===== src/rtl/limb_add_pkg.sv =====
// Shared types for the multi-precision limb add/subtract sequencer.
package limb_add_pkg;

    localparam int LIMB_W        = 64;
    // Default message length; the output record's index field is sized from it.
    localparam int DEF_MAX_LIMBS = 4;
    localparam int RES_IDX_W     = $clog2(DEF_MAX_LIMBS);

    typedef enum logic {
        IDLE = 1'b0,
        BUSY = 1'b1
    } state_t;

    typedef struct packed {
        logic [LIMB_W-1:0]    sum;
        logic                 first;
        logic                 last;
        logic [RES_IDX_W-1:0] idx;
        logic                 carry;
        logic                 ovf;
        logic                 err;
    } res_t;

endpackage


===== src/rtl/limb_add_seq_if.sv =====
// Limb stream in, result limb stream out, valid/ready on both sides.
interface limb_add_seq_if #(
    parameter int IDX_W = 2
);
    import limb_add_pkg::*;

    logic              in_valid;
    logic              in_ready;
    logic [LIMB_W-1:0] in_a;
    logic [LIMB_W-1:0] in_b;
    logic              in_first;
    logic              in_last;
    logic              in_sub;

    logic              out_valid;
    logic              out_ready;
    logic [LIMB_W-1:0] out_sum;
    logic              out_first;
    logic              out_last;
    logic [IDX_W-1:0]  out_idx;
    logic              out_carry;
    logic              out_ovf;
    logic              out_err;

    // Sequencer side.
    modport slave (
        input  in_valid, in_a, in_b, in_first, in_last, in_sub, out_ready,
        output in_ready, out_valid, out_sum, out_first, out_last, out_idx,
               out_carry, out_ovf, out_err
    );

    // Producer/consumer side.
    modport master (
        output in_valid, in_a, in_b, in_first, in_last, in_sub, out_ready,
        input  in_ready, out_valid, out_sum, out_first, out_last, out_idx,
               out_carry, out_ovf, out_err
    );

endinterface


===== src/rtl/adder64.sv =====
// 64-bit combinational adder with carry-in/out and group propagate/generate.
module adder64 (
    input  logic [63:0] a,
    input  logic [63:0] b,
    input  logic        cin,
    output logic [63:0] sum,
    output logic        cout,
    output logic        p_g,
    output logic        g_g
);

    logic [64:0] full;
    logic [64:0] no_cin;

    assign full   = {1'b0, a} + {1'b0, b} + {64'b0, cin};
    assign no_cin = {1'b0, a} + {1'b0, b};

    assign sum  = full[63:0];
    assign cout = full[64];
    assign p_g  = &(a ^ b);
    assign g_g  = no_cin[64];

endmodule


===== src/rtl/limb_add_seq.sv =====
// Streaming N x 64-bit add/subtract: one limb per beat, LS limb first,
// carry chained through a register, one registered result limb per beat.
module limb_add_seq
    import limb_add_pkg::*;
#(
    parameter int MAX_LIMBS = DEF_MAX_LIMBS,
    parameter int IDX_W     = $clog2(MAX_LIMBS)
) (
    input  logic           clk,
    input  logic           rst_n,
    limb_add_seq_if.slave  bus
);

    localparam logic [IDX_W-1:0] IDX_TOP = IDX_W'(MAX_LIMBS - 1);

    state_t            state_q;
    logic              carry_q;
    logic              sub_q;
    logic              len_q;
    logic [IDX_W-1:0]  idx_q;
    logic              out_valid_q;
    res_t              res_q;

    logic              in_ready;
    logic              accept;
    logic              first_eff;
    logic              sub_eff;
    logic [LIMB_W-1:0] bop;
    logic              cin;
    logic [LIMB_W-1:0] sum;
    logic              cout;
    logic [IDX_W-1:0]  idx_n;
    logic              err_n;
    logic              ovf_raw;
    res_t              res_n;

    assign in_ready = !out_valid_q || bus.out_ready;
    assign accept   = bus.in_valid && in_ready;

    // A beat arriving in IDLE always opens a message, even without first;
    // it then runs in add mode because no mode was ever sampled for it.
    always_comb begin
        first_eff = bus.in_first || (state_q == IDLE);
        sub_eff   = bus.in_first ? bus.in_sub : ((state_q == IDLE) ? 1'b0 : sub_q);
        bop       = sub_eff ? ~bus.in_b : bus.in_b;
        cin       = first_eff ? sub_eff : carry_q;
    end

    adder64 u_adder (
        .a    (bus.in_a),
        .b    (bop),
        .cin  (cin),
        .sum  (sum),
        .cout (cout),
        .p_g  (),
        .g_g  ()
    );

    // Next index, error flag and result record for the beat on the inputs.
    always_comb begin
        if (first_eff)
            idx_n = '0;
        else if (idx_q == IDX_TOP)
            idx_n = idx_q;
        else
            idx_n = idx_q + IDX_W'(1);

        err_n = ((state_q == IDLE) && !bus.in_first)
              || ((state_q == BUSY) && bus.in_first)
              || (!first_eff && len_q);

        ovf_raw = cout ^ (bus.in_a[LIMB_W-1] ^ bop[LIMB_W-1] ^ sum[LIMB_W-1]);

        res_n       = '0;
        res_n.sum   = sum;
        res_n.first = bus.in_first;
        res_n.last  = bus.in_last;
        res_n.idx   = RES_IDX_W'(idx_n);
        res_n.carry = bus.in_last && cout;
        res_n.ovf   = bus.in_last && ovf_raw;
        res_n.err   = err_n;
    end

    // Sequencer FSM, carry/mode/index state and the output register.
    always_ff @(posedge clk or negedge rst_n) begin
        if (!rst_n) begin
            state_q     <= IDLE;
            carry_q     <= 1'b0;
            sub_q       <= 1'b0;
            len_q       <= 1'b0;
            idx_q       <= '0;
            out_valid_q <= 1'b0;
            res_q       <= '0;
        end else begin
            if (in_ready)
                out_valid_q <= accept;
            if (accept) begin
                state_q <= bus.in_last ? IDLE : BUSY;
                sub_q   <= sub_eff;
                carry_q <= cout;
                idx_q   <= idx_n;
                // Once the top index is passed without last, every further
                // beat of this message is over length until last arrives.
                len_q   <= !bus.in_last && (idx_n == IDX_TOP);
                res_q   <= res_n;
            end
        end
    end

    assign bus.in_ready  = in_ready;
    assign bus.out_valid = out_valid_q;
    assign bus.out_sum   = res_q.sum;
    assign bus.out_first = res_q.first;
    assign bus.out_last  = res_q.last;
    assign bus.out_idx   = IDX_W'(res_q.idx);
    assign bus.out_carry = res_q.carry;
    assign bus.out_ovf   = res_q.ovf;
    assign bus.out_err   = res_q.err;

endmodule


===== src/flat_wrapper.sv =====
// flat-port wrapper written by rule: the top's interface ports become plain ports
module limb_add_seq_flat import limb_add_pkg::*;
#(
    parameter int MAX_LIMBS = DEF_MAX_LIMBS,
    parameter int IDX_W     = $clog2(MAX_LIMBS)
)
  (clk, rst_n, bus_in_valid, bus_in_a, bus_in_b, bus_in_first, bus_in_last, bus_in_sub, bus_out_ready, bus_in_ready, bus_out_valid, bus_out_sum, bus_out_first, bus_out_last, bus_out_idx, bus_out_carry, bus_out_ovf, bus_out_err);
  limb_add_seq_if #(.IDX_W(IDX_W)) bus_i ();
  input  logic clk;
  input  logic rst_n;
  input wire logic [$bits(bus_i.in_valid)-1:0] bus_in_valid;
  input wire logic [$bits(bus_i.in_a)-1:0] bus_in_a;
  input wire logic [$bits(bus_i.in_b)-1:0] bus_in_b;
  input wire logic [$bits(bus_i.in_first)-1:0] bus_in_first;
  input wire logic [$bits(bus_i.in_last)-1:0] bus_in_last;
  input wire logic [$bits(bus_i.in_sub)-1:0] bus_in_sub;
  input wire logic [$bits(bus_i.out_ready)-1:0] bus_out_ready;
  output wire logic [$bits(bus_i.in_ready)-1:0] bus_in_ready;
  output wire logic [$bits(bus_i.out_valid)-1:0] bus_out_valid;
  output wire logic [$bits(bus_i.out_sum)-1:0] bus_out_sum;
  output wire logic [$bits(bus_i.out_first)-1:0] bus_out_first;
  output wire logic [$bits(bus_i.out_last)-1:0] bus_out_last;
  output wire logic [$bits(bus_i.out_idx)-1:0] bus_out_idx;
  output wire logic [$bits(bus_i.out_carry)-1:0] bus_out_carry;
  output wire logic [$bits(bus_i.out_ovf)-1:0] bus_out_ovf;
  output wire logic [$bits(bus_i.out_err)-1:0] bus_out_err;
  assign bus_i.in_valid = bus_in_valid;
  assign bus_i.in_a = bus_in_a;
  assign bus_i.in_b = bus_in_b;
  assign bus_i.in_first = bus_in_first;
  assign bus_i.in_last = bus_in_last;
  assign bus_i.in_sub = bus_in_sub;
  assign bus_i.out_ready = bus_out_ready;
  assign bus_in_ready = bus_i.in_ready;
  assign bus_out_valid = bus_i.out_valid;
  assign bus_out_sum = bus_i.out_sum;
  assign bus_out_first = bus_i.out_first;
  assign bus_out_last = bus_i.out_last;
  assign bus_out_idx = bus_i.out_idx;
  assign bus_out_carry = bus_i.out_carry;
  assign bus_out_ovf = bus_i.out_ovf;
  assign bus_out_err = bus_i.out_err;
  limb_add_seq #(.MAX_LIMBS(MAX_LIMBS), .IDX_W(IDX_W)) u_core (.clk(clk), .rst_n(rst_n), .bus(bus_i));
endmodule

===== config.mk =====
export PLATFORM = sky130hd
export DESIGN_NAME = limb_add_seq_flat
export DESIGN_NICKNAME = d
export VERILOG_FILES = /design/src/rtl/limb_add_pkg.sv /design/src/rtl/limb_add_seq_if.sv /design/src/rtl/adder64.sv /design/src/rtl/limb_add_seq.sv /design/src/flat_wrapper.sv
export SDC_FILE = /design/constraint.sdc
export NUM_CORES = 1
export LEC_CHECK = 0
export BUFFER_PORTS_ARGS = -buffer_cell sky130_fd_sc_hd__buf_2
export CORE_MARGIN = 5
export CORE_UTILIZATION = 58
export CTS_BUF_LIST = sky130_fd_sc_hd__clkbuf_8 sky130_fd_sc_hd__clkbuf_16
export CTS_CLUSTER_SIZE = 25
export DETAILED_ROUTE_END_ITERATION = 12
export GPL_ROUTABILITY_DRIVEN = 0
export PLACE_DENSITY = 0.88
export SLEW_MARGIN = 20
export SYNTH_ARGS = -nofsm -noshare
export SYNTH_HDL_FRONTEND = slang
export SYNTH_SLANG_ARGS = --single-unit

===== constraint.sdc =====
create_clock -name clk -period 6.4 [get_ports clk]
set_input_delay 1.28 -clock clk [delete_from_list [all_inputs] [get_ports clk]]
set_output_delay 1.28 -clock clk [all_outputs]
set_load 0.1 [all_outputs]

* Word level (Yosys, flattened, before mapping)
Cells that the tools add are included.
** Word-level totals
- Memory bits (read-only) :: 0
- Memories kept :: 0
- Memory bits (writable) :: 0
- Latch bits :: 0
- Bits in registers :: 76
- Input bits :: 135
- Logic and storage cells :: 44
** Cells by class
- Bitwise operators :: 5
- $add $sub $neg :: 3
- Multiply operators :: 0
- Reduce and logical (&&, ||, !) cells :: 15
- Muxes and demuxes :: 7
- Order comparisons :: 0
- Div/mod/pow operators :: 0
- Shifts and indexed selects :: 0
- Eq/ne operators :: 2
** Operators with widths (number)
- $add 64x64->65 :: 1
- $add 65x1->65 :: 1
- $mux 64 :: 1
- $not 64->64 :: 1
- $logic_and 1x1->1 :: 7
- $eq 2x2->1 const B :: 2
- $logic_not 1->1 :: 4
- $logic_or 1x1->1 :: 4
- $mux 1 :: 4
- $mux 2 :: 2
- $xor 1x1->1 :: 3
- $add 2x1->2 const B :: 1
- $not 1->1 :: 1

* Longest topological paths before layout
Gate-level depths: netlist (run 1).
- Word-level depth :: 8
- Gate-level depth with buffers :: 17
- Gate-level depth less buffers :: 15

* Modules after synthesis
Synthesis (run 1) repeated with hierarchy kept, for this count alone.
** Second synthesis, totals
- Cell total of the unflattened synthesis :: 1353
- Area, all modules :: 9745.6 sq um
** Modules (own cells, without submodules)
- adder64 :: instances 1, seq. area each 0.0 sq um, cells each 959, area each 6162.2 sq um
- limb_add_seq :: instances 1, seq. area each 1901.8 sq um, cells each 394, area each 3583.4 sq um

* Least setup slack after synthesis (run 1)
No wires, ideal clock.
- Path type :: input to register
- From :: input bus_in_first
- To :: register u_core.res_q, in the netlist u_core.bus.out_ovf
- Buffers on the path :: 2
- Setup slack :: 1092 ps
- Data required time :: 6320 ps
- Arrival :: 5227 ps
- Stages on the path :: 17
- Cells stage by stage :: inv_1 > and3_1 > a21oi_1 > buf_1 > clkbuf_1 > xnor2_1 > fa_1 > fa_1 > a211oi_1 > o211ai_1 > a31oi_1 > o211a_1 > o31ai_4 > nand2_2 > a2111oi_4 > or4_1 > o211ai_2
** On the way
- Longest elaborated chain between the ends :: 7
- Elaborated cells on any way between the ends :: 10
- Those cells by class :: add/sub: 2; mux: 3; bitwise: 3; reduce/logical: 2
** RTL lines
- start: declaration :: line flat_wrapper.sv:14 : input wire logic [$bits(bus_i.in_first)-1:0] bus_in_first;
- $mux 1 :: line limb_add_seq.sv:44 : sub_eff = bus.in_first ? bus.in_sub : ((state_q == IDLE) ? 1'b0 : sub_q);
- $mux 64 :: line limb_add_seq.sv:45 : bop = sub_eff ? ~bus.in_b : bus.in_b;
- $add 64x64->65 :: line adder64.sv:15 : assign full = {1'b0, a} + {1'b0, b} + {64'b0, cin};
- $add 65x1->65 :: line adder64.sv:15
- $xor 1x1->1 :: line limb_add_seq.sv:72 : ovf_raw = cout ^ (bus.in_a[LIMB_W-1] ^ bop[LIMB_W-1] ^ sum[LIMB_W-1]);
- $xor 1x1->1 * :: line limb_add_seq.sv:72
- $logic_and 1x1->1 * :: line limb_add_seq.sv:80 : res_n.ovf = bus.in_last && ovf_raw;
- end signal: assignment :: line limb_add_seq.sv:105 : res_q <= res_n;
- end: declaration :: line limb_add_seq.sv:22 : res_t res_q;
Mark *: on every way between the ends. The rest lies on a longest branch, timed or not.
A chain may end at the register's enable or synchronous reset.

* Final worst setup path (run 1)
- From :: input bus_in_first
- To :: register u_core.res_q, in the netlist u_core.bus.out_sum[62]
** On the way
- Longest elaborated chain between the ends :: 4
- Elaborated cells on any way between the ends :: 6
- Those cells by class :: add/sub: 2; mux: 3; reduce/logical: 1
** RTL lines (line)
- $mux 1 :: limb_add_seq.sv:44
- $mux 64 :: limb_add_seq.sv:45
- $add 64x64->65 :: adder64.sv:15
- $add 65x1->65 * :: adder64.sv:15
Marked as above.

==> flow_summary.toml, run 1 <==
[outcome]
run_status = "finished clean"

[yosys]
synth.mux.area_fraction_pct = 0.435
synth-simple-area-share_pct = 16.5
ff_latch_count_synth = 76
synth_xor_area_share_pct = 14.6
post_synth.cell_area_avg_um2 = 8.00
post_synth_inst_count = 899
synthDistinctLibCells = 67
post_synth_main_area_contributors = "dfrtp_1 26%, xnor2_1 11%, ha_1 11%"
combinational_family_with_the_most_area_after_synthesis = "compound AO/OA/AOI/OAI gates"
synth_edf_count = 0
synth_adder_area_share_pct = 11.7
synth_compound_gate_area_share_pct = 26.2
synth.largest_area_cell = "dfrtp_1"
count_of_yosys_warnings_during_synthesis = 0
postSynth.topFlopCell = "dfrtp_1"
ys_seq_area_share_pct = 26.4
synthDominantCellAreaShare_pct = 26.4
syn-cell-area_um2 = 7190
synth.net_count = 1100
async_flop_share_pct = 100

[drt]
met2_wirelength_um = 9740
vias = 7254
route.antenna.remaining_nets = 0
route.detailed.drc = 0
post_drt_wl_per_cell_um = 16.5
m1WireLength_um = 8650
post_dr_vias_cell = 5.83
detailedRoute.firstIterationViolations = 642
totalWireLength_um = 20600
firstDrtPassIters = 5
highest-signal-layer = "met4"
met3_wirelength_um = 1540

[sta]
slew_violations = 0
grt_setup_unrepaired = "no"
final.setup.tns_ns = 0
hold_viol = 0
post-route-min-period_ns = 5.00
achievable-frequency_mhz = 200
final.period_utilization_pct = 78.2
timing.slew.headroom_pct = 54.6
finalClockSkew_ns = 0.00565
finalSetupViolCount = 0
worstMarginPinSlew_ns = 0.681

[power_and_ir_drop]
maximum_vdd_ir_drop_v = 0.000355
post-layout-total-power_uw = 3470
power_density_nw_per_um2 = 402
power_leakage_uw = 0.00421

[setup_path]
critPathArrivalTime_ns = 5.27
worst-path-max-fanout = 16
cells_traversed_along_the_worst_timing_path = "buf_2 > inv_1 > and3_1 > a21oi_4 > buf_4 > mux2i_1 > fa_1 > fa_1 > a211oi_1 > o211ai_1 > a31oi_1 > o211a_1 > o31ai_4 > a41oi_2 > o21bai_4 > a311o_1 > nand3_1"
worst-r2r-setup-slack_ns = 2.12
cp-end-kind = "register"
number_of_buffers_and_inverters_on_the_critical_path = 3
start_to_end_type_of_the_worst_setup_path = "input pin to register"
setup.worst_path.start = "bus_in_first"
required_ns = 6.67
worst_r2r_startpoint = "u_core.state_q$_DFFE_PN0P_"
cpPeakStageDelay_ns = 0.44
timing.critical_path.mode_cell = "fa_1"
worst_setup_path_start_kind = "input pin"
crit_slowest_cell = "fa_1"
cell_count_of_the_worst_reg_to_reg_path = 15
cpLargestDelayFamily = "compound AO/OA/AOI/OAI gates"
timing.rr.end = "u_core.bus.out_sum[62]$_DFFE_PN0P_"

[clock_tree]
level_count_of_the_clock_h_tree = 3
clock_tree_from_tritoncts = "built"
cts_root_buf = "clkbuf_16"
clock_sink_count = 76
worst_setup_hold_path_clk_slew_ns = 0.06
post-cts-setup-buffers = 0
clk_path_buf_depth = 2
tritoncts.num_buffers = 9
cts_hold_repair.buffers = 0
insertion_delay_ns = 0.33
postCtsResizedCells = 0

[final_layout]
syn2layout_area_growth_pct = 20.0
stdcell_area_um2 = 8630
layout_cells_sized_above_1_pct = 23.0
layout.cells.non_filler = 1244
multi_input_gate_area_um2 = 5020
final_util_pct = 71.5
final_nets = 1272
fillerInstances = 964
seq_area_um2 = 1900
antenna_cells_inserted = 0
final_cell_mix = "206 x buf_2, 140 x nand2_1, 94 x xnor2_1"
final_common_cell = "buf_2"

[floorplan]
placeableCoreArea_um2 = 12100
start_util_pct = 59.6
fp.dieW_um = 121
fp.dieArea_um2 = 14700
top_level_ports = 208
row_count = 40
die_h_um = 121

[placed_design]
detailed_place.area_um2 = 8280
dp_hpwl_um = 15900
io_buffer_count = 207
placedCellCount = 1227

[grt]
first_global_vias = 7048
first_pass_grt_wire_length_um = 33000
grt_use_total_pct = 27.4
pin_count_of_the_biggest_net_entering_global_routing = 78
gr-total-overflow = 0
antenna_found_initial = 0

[hold_path]
min_path_type = "register to register"
min_delay_path_depth = 2
hold_end = "u_core.bus.out_sum[17]$_DFFE_PN0P_"
hold_start = "u_core.bus.out_sum[17]$_DFFE_PN0P_"

[flow_run]
max_cap_viol_count = 0
[layout make-up]
type                    instances  area share [%]
clock inverters                 6           0.914
repair buffers                213            12.8
multi-input cells             750            58.1
inverters                      21           0.914
well taps                     168            2.44
clock buffers                  10            2.77
flip-flops and latches         76            22.0
[worst max path at each step]
stage | to | slack [ns] | cells past startpoint
after global placement | u_core.bus.out_sum[62]$_DFFE_PN0P_ | 1.22 | 17
after CTS | u_core.bus.out_ovf$_DFFE_PN0P_ | 1.39 | 17
final | u_core.bus.out_sum[62]$_DFFE_PN0P_ | 1.40 | 17
after floorplan | u_core.bus.out_ovf$_DFFE_PN0P_ | 1.09 | 17
after detailed placement | u_core.bus.out_ovf$_DFFE_PN0P_ | 1.03 | 17
after global routing | u_core.bus.out_sum[62]$_DFFE_PN0P_ | 1.13 | 17
[layer usage]
layer  GRT usage (%)  vias to the layer above
li1                -                     3532
met3            3.92                       53
met4            11.3                        0
met2            46.0                      330
met5               0                        -
met1            35.1                     3339
[synth_stat cells, types with 17 or more instances]
cell      count
dfrtp_1      76
nand2_1     141
a21o_1       39
nand4_1      23
o21bai_1     20
inv_1        21
xnor2_1      94
xor2_1       26
clkbuf_1     33
o21ai_0      91
nor2_1       45
nand3_1      17
ha_1         64
a21oi_1      79
[cells by family after synthesis]
logic type	Yosys count
flops	76
simple gates	265
mux	3
xor+xnor	120
compound gates	296
fa+ha+maj	66
buf+inv	73
[flip-flops by register name (all words and copies together) (netlist names)]
register and cells:
u_core.bus.out_last 1, u_core.bus.out_err 1, u_core.len_q 1, u_core.state_q 1, u_core.idx_q 2, u_core.bus.out_carry 1
u_core.bus.out_ovf 1, u_core.bus.out_valid 1, u_core.sub_q 1, u_core.bus.out_first 1, u_core.carry_q 1, u_core.bus.out_sum 64
[stage by stage]
| step | hold slack [ns] | setup WS [ns] |
|---|---|---|
| global route | 0.487 | 1.13 |
| finish | 0.472 | 1.40 |
| CTS | 0.470 | 1.39 |
| global placement | 0.457 | 1.22 |
| detailed placement | 0.454 | 1.03 |
| floorplan | 0.442 | 1.09 |
[tightest hold or removal path, stage by stage (launching register included)]
cell and delay [ns]:
dfrtp_1 0.34, nand2_1 0.05, nand2_1 0.05
[power breakdown]
group / internal [µW] / switching (µW) / total (µW) / leakage, µW
logic: 507 / 1710 / 2210 / 0.00311
clock network: 349 / 203 / 552 / 0.000163
registers: 623 / 80.8 / 704 / 0.000937
total: 1480 / 1990 / 3470 / 0.00421
Power figures use the tool's default switching activity.
==> run 2, diff against run 1 <==
- CORE_UTILIZATION: 58 -> 54
- PLACE_DENSITY: 0.88 -> 0.83
- clock period: 6.4 -> 4.8 ns (I/O delays scaled with it)
==> flow_summary.toml, run 2 (same netlist as run 1, synthesis figures left out) <==
[outcome]
run_status = "finished clean"

[sta]
final.period_utilization_pct = 89.4
hold-worst-slack_ns = 0.474
slew_violations = 0
timing.slew.headroom_pct = 36.5
final.setup.tns_ns = 0
hold_viol = 0
grt_setup_unrepaired = "no"
finalClockSkew_ns = 0.00485
worstMarginPinSlew_ns = 0.952
achievable-frequency_mhz = 233
finalSetupViolCount = 0
post-route-min-period_ns = 4.29

[final_layout]
final_util_pct = 65.7
seq_area_um2 = 1900
fillerInstances = 1133
final_nets = 1274
multi_input_gate_area_um2 = 5020
layout_cells_sized_above_1_pct = 23.3
final_common_cell = "buf_2"
final_cell_mix = "206 x buf_2, 140 x nand2_1, 94 x xnor2_1"
syn2layout_area_growth_pct = 20.0
flip_flop_count_of_the_largest_register_after_layout = 64

[grt]
first_global_vias = 7040
gr-total-overflow = 0
pin_count_of_the_biggest_net_entering_global_routing = 94
grt_use_total_pct = 25.3
antenna_found_initial = 2
first_pass_grt_wire_length_um = 33400

[setup_path]
timing.rr.end = "u_core.bus.out_sum[62]$_DFFE_PN0P_"
cell_count_of_the_worst_reg_to_reg_path = 14
worst-path-max-fanout = 5
worst-r2r-setup-slack_ns = 0.90
cpPeakStageDelay_ns = 0.44
cp-end-kind = "register"
number_of_buffers_and_inverters_on_the_critical_path = 2
crit_slowest_cell = "fa_1"
timing.critical_path.mode_cell = "fa_1"
worst_setup_path_start_kind = "input pin"
start_to_end_type_of_the_worst_setup_path = "input pin to register"
cpLargestDelayFamily = "compound AO/OA/AOI/OAI gates"
critPathArrivalTime_ns = 4.57
cells_traversed_along_the_worst_timing_path = "buf_2 > inv_1 > and3_1 > a21oi_4 > xnor2_1 > fa_1 > fa_1 > a211oi_1 > o211ai_1 > a31oi_1 > o211a_1 > o31ai_4 > a41oi_2 > o21bai_4 > a311o_1 > nand3_1"
required_ns = 5.07
worst_r2r_startpoint = "u_core.state_q$_DFFE_PN0P_"

[clock_tree]
cts_hold_repair.buffers = 0
post-cts-setup-buffers = 0
clock_sink_count = 76
insertion_delay_ns = 0.34
clk_path_buf_depth = 2
clock_tree_from_tritoncts = "built"
worst_setup_hold_path_clk_slew_ns = 0.06
level_count_of_the_clock_h_tree = 3
tritoncts.num_buffers = 9
cts_root_buf = "clkbuf_16"
postCtsResizedCells = 0

[power_and_ir_drop]
combinationalPowerShare_pct = 64.2
power_leakage_uw = 0.00419
p_switching_uw = 2670
power.share.sequential_pct = 20.5
clockPowerShare_pct = 15.3
maximum_vdd_ir_drop_v = 0.000474
intPower_uw = 1920
power_density_nw_per_um2 = 531
switching_share_of_total_power_pct = 58.2
post-layout-total-power_uw = 4590

[flow_run]
max_cap_viol_count = 0

[floorplan]
start_util_pct = 54.7
fp.dieArea_um2 = 15700
fp.dieW_um = 125
row_count = 42
die_h_um = 125
placeableCoreArea_um2 = 13100
top_level_ports = 208

[placed_design]
dp_hpwl_um = 16000
io_buffer_count = 207

[hold_path]
hold_start = "u_core.bus.out_sum[38]$_DFFE_PN0P_"
min_delay_path_depth = 2
hold_end = "u_core.bus.out_sum[38]$_DFFE_PN0P_"
min_path_type = "register to register"

[drt]
post_dr_vias_cell = 5.75
route.detailed.drc = 0
vias = 7228
firstDrtPassIters = 6
route.antenna.remaining_nets = 0
totalWireLength_um = 20400
detailedRoute.firstIterationViolations = 538
post_drt_wl_per_cell_um = 16.2
run 2: worst max-delay path by stage:
stage,startpoint,depth (start not counted),end
6_report,bus_in_first,16,u_core.bus.out_sum[62]$_DFFE_PN0P_
5_1_grt,bus_in_first,16,u_core.bus.out_sum[52]$_DFFE_PN0P_
4_1_cts,bus_in_first,16,u_core.bus.out_sum[62]$_DFFE_PN0P_
3_5_place_dp,bus_in_first,16,u_core.bus.out_sum[62]$_DFFE_PN0P_
3_3_place_gp,bus_in_first,16,u_core.bus.out_sum[62]$_DFFE_PN0P_
2_1_floorplan,bus_in_first,17,u_core.bus.out_ovf$_DFFE_PN0P_
run 2: through the flow:
step | instances | instance area (µm²) | worst slack [ns]
3_3_place_gp | 1238 | 8330 | 0.255
5_1_grt | 1256 | 8630 | 0.312
6_report | 1256 | 8630 | 0.507
3_5_place_dp | 1238 | 8330 | 0.176
2_1_floorplan | 899 | 7200 | 0.169
4_1_cts | 1254 | 8630 | 0.534
run 2: final cells by class:
type,instances,share of cell area [%]
sequential,76,22.0
tap,176,2.55
antenna,2,0.0580
clock inverter,7,0.870
clock buffer,9,2.61
inverter,21,0.913
timing repair buffer,215,12.9
multi-input combinational,750,58.1
run 2: per-layer routing:
metal	wire length, µm	up-vias	track usage (%)
li1	-	3535	-
met1	8640	3331	33.5
met2	9700	324	42.3
met3	1500	38	3.50
met4	547	0	9.44
met5	0	-	0
run 2: worst register-to-register path, cell delays in order (launching register included):
cell and delay [ns]:
dfrtp_1 0.40, and3_1 0.21, a21oi_4 0.19, xnor2_1 0.11
fa_1 0.44, fa_1 0.44, a211oi_1 0.29, o211ai_1 0.16
a31oi_1 0.26, o211a_1 0.32, o31ai_4 0.14, a41oi_2 0.38
o21bai_4 0.12, a311o_1 0.32, nand3_1 0.07
run 2: power groups by stage:
stage | Combinational [µW] | Sequential (µW) | Clock [µW]
floorplan | 1020 | 2300 | 0
global placement | 2900 | 939 | 0
detailed placement | 2920 | 945 | 0
CTS | 2940 | 938 | 707
global route | 3110 | 962 | 737
finish | 2950 | 938 | 701
==> run 3, diff against run 2 <==
- CAP_MARGIN: default -> 20
- CORE_ASPECT_RATIO: default -> 1.2
==> flow_summary.toml, run 3 (same netlist as run 1, synthesis figures left out) <==
[grt]
grt_use_total_pct = 26.6
gr-total-overflow = 0
first_pass_grt_wire_length_um = 33800
pin_count_of_the_biggest_net_entering_global_routing = 109
first_global_vias = 7219
antenna_found_initial = 1

[clock_tree]
cts_hold_repair.buffers = 0
clock_tree_from_tritoncts = "built"
clock_sink_count = 76
post-cts-setup-buffers = 0
cts_root_buf = "clkbuf_16"
postCtsResizedCells = 0
insertion_delay_ns = 0.34
worst_setup_hold_path_clk_slew_ns = 0.06
level_count_of_the_clock_h_tree = 3
tritoncts.num_buffers = 9
clk_path_buf_depth = 2

[placed_design]
detailed_place.area_um2 = 8390
placedCellCount = 1239
io_buffer_count = 207
dp_hpwl_um = 16400

[final_layout]
layout.cells.non_filler = 1255
syn2layout_area_growth_pct = 20.4
final_common_cell = "buf_2"
final_cell_mix = "206 x buf_2, 140 x nand2_1, 94 x xnor2_1"
flip_flop_count_of_the_largest_register_after_layout = 64
antenna_cells_inserted = 0
layout_cells_sized_above_1_pct = 23.6
final_nets = 1284
stdcell_area_um2 = 8660

[sta]
finalClockSkew_ns = 0.00508
grt_setup_unrepaired = "no"
post-route-min-period_ns = 4.30
timing.slew.headroom_pct = 33.3
final.period_utilization_pct = 89.7
finalSetupViolCount = 0
hold_viol = 0
final.setup.tns_ns = 0
worstMarginPinSlew_ns = 1.00
slew_violations = 0
achievable-frequency_mhz = 232

[setup_path]
start_to_end_type_of_the_worst_setup_path = "input pin to register"
required_ns = 5.07
worst-path-max-fanout = 21
cpPeakStageDelay_ns = 0.47
worst-r2r-setup-slack_ns = 0.89
timing.rr.end = "u_core.bus.out_sum[62]$_DFFE_PN0P_"
worst_r2r_startpoint = "u_core.state_q$_DFFE_PN0P_"
crit_slowest_cell = "fa_1"
critPathArrivalTime_ns = 4.58
cells_traversed_along_the_worst_timing_path = "buf_2 > inv_1 > and3_1 > a21oi_4 > buf_4 > xnor2_1 > fa_1 > a211oi_1 > o211ai_1 > a31oi_1 > o211a_1 > o31ai_4 > a41oi_2 > o21bai_4 > a311o_1 > nand3_1"
worst_setup_path_start_kind = "input pin"
number_of_buffers_and_inverters_on_the_critical_path = 3
cell_count_of_the_worst_reg_to_reg_path = 14
cpLargestDelayFamily = "compound AO/OA/AOI/OAI gates"
cp-end-kind = "register"

[hold_path]
hold_end = "u_core.bus.out_sum[63]$_DFFE_PN0P_"
min_path_type = "register to register"
min_delay_path_depth = 2
hold_start = "u_core.bus.out_sum[63]$_DFFE_PN0P_"

[drt]
route.detailed.drc = 0
totalWireLength_um = 21000
post_drt_wl_per_cell_um = 16.8
route.antenna.remaining_nets = 0
detailedRoute.firstIterationViolations = 444
firstDrtPassIters = 5
vias = 7255
post_dr_vias_cell = 5.78

[floorplan]
row_count = 46
placeableCoreArea_um2 = 13100
top_level_ports = 208
fp.dieW_um = 115
die_h_um = 136
fp.dieArea_um2 = 15700
start_util_pct = 54.8

[power_and_ir_drop]
combinationalPowerShare_pct = 65.7
switching_share_of_total_power_pct = 58.8
maximum_vdd_ir_drop_v = 0.000371
power.share.sequential_pct = 20.7
power_leakage_uw = 0.00424
p_switching_uw = 2660
clockPowerShare_pct = 13.6
power_density_nw_per_um2 = 523
intPower_uw = 1870
post-layout-total-power_uw = 4530

[flow_run]
max_cap_viol_count = 0

[outcome]
run_status = "finished clean"
==> run 3: cell types whose count changed in the layout (fill, tap and decap cells not counted), sizes merged <==
| cell | change |
|---|---|
| clkinvlp | -3 |
| diode | -2 |
| bufinv | -1 |
| buf | +10 |
| clkinv | +2 |
| inv | +1 |
==> run 3: worst reg2reg max path: cells and delay by family, from the launching register on <==
family | cells | cell delay [ns]
xor gates and xnor gates | 1 | 0.17
and+or+nand+nor | 2 | 0.27
buffers and inverters | 1 | 0.38
adders and majority gates | 1 | 0.47
DFF | 1 | 0.39
AOI/OAI and AO/OA | 9 | 2.16
==> run 3: worst max-delay path by stage <==
stage | startpoint | end | slack (ns) | cells past startpoint
3_5_place_dp | bus_in_first | u_core.bus.out_sum[62]$_DFFE_PN0P_ | 0.18 | 16
4_1_cts | bus_in_first | u_core.bus.out_sum[62]$_DFFE_PN0P_ | 0.53 | 16
5_1_grt | bus_in_first | u_core.bus.out_ovf$_DFFE_PN0P_ | 0.24 | 16
3_3_place_gp | bus_in_first | u_core.bus.out_sum[62]$_DFFE_PN0P_ | 0.32 | 16
2_1_floorplan | bus_in_first | u_core.bus.out_ovf$_DFFE_PN0P_ | 0.17 | 17
6_report | bus_in_first | u_core.bus.out_sum[62]$_DFFE_PN0P_ | 0.50 | 16
==> run 3: through the flow <==
step / hold WS, ns / utilization (%) / setup WS [ns]
4_1_cts: 0.476 / 65.8 / 0.526
3_5_place_dp: 0.463 / 63.9 / 0.178
3_3_place_gp: 0.456 / 63.9 / 0.319
6_report: 0.469 / 66.0 / 0.496
5_1_grt: 0.488 / 66.0 / 0.242
2_1_floorplan: 0.442 / - / 0.169
==> run 3: area by class of cell <==
| cell class | count | area, µm² |
|---|---|---|
| Clock buffer | 9 | 225 |
| Clock inverter | 6 | 26.3 |
| Fill cell | 1189 | 4470 |
| Inverter | 21 | 78.8 |
| Multi-Input combinational cell | 750 | 5020 |
| Sequential cell | 76 | 1900 |
| Tap cell | 168 | 210 |
| Timing Repair Buffer | 225 | 1200 |
==> run 3: power by group through the flow <==
stage | clock (µW) | combinational (µW) | sequential (µW)
3_3_place_gp | 0 | 2920 | 940
2_1_floorplan | 0 | 1020 | 2300
6_report | 615 | 2970 | 936
3_5_place_dp | 0 | 2950 | 944
4_1_cts | 621 | 2970 | 936
5_1_grt | 651 | 3140 | 961
==> run 3: routing by layer <==
| layer | GRT usage (%) | vias up | wire length (µm) |
|---|---|---|---|
| met4 | 10.2 | 2 | 588 |
| met2 | 47.1 | 308 | 10800 |
| met1 | 32.0 | 3332 | 8200 |
| met5 | 0 | - | 7 |
| met3 | 4.05 | 56 | 1460 |
| li1 | - | 3557 | - |
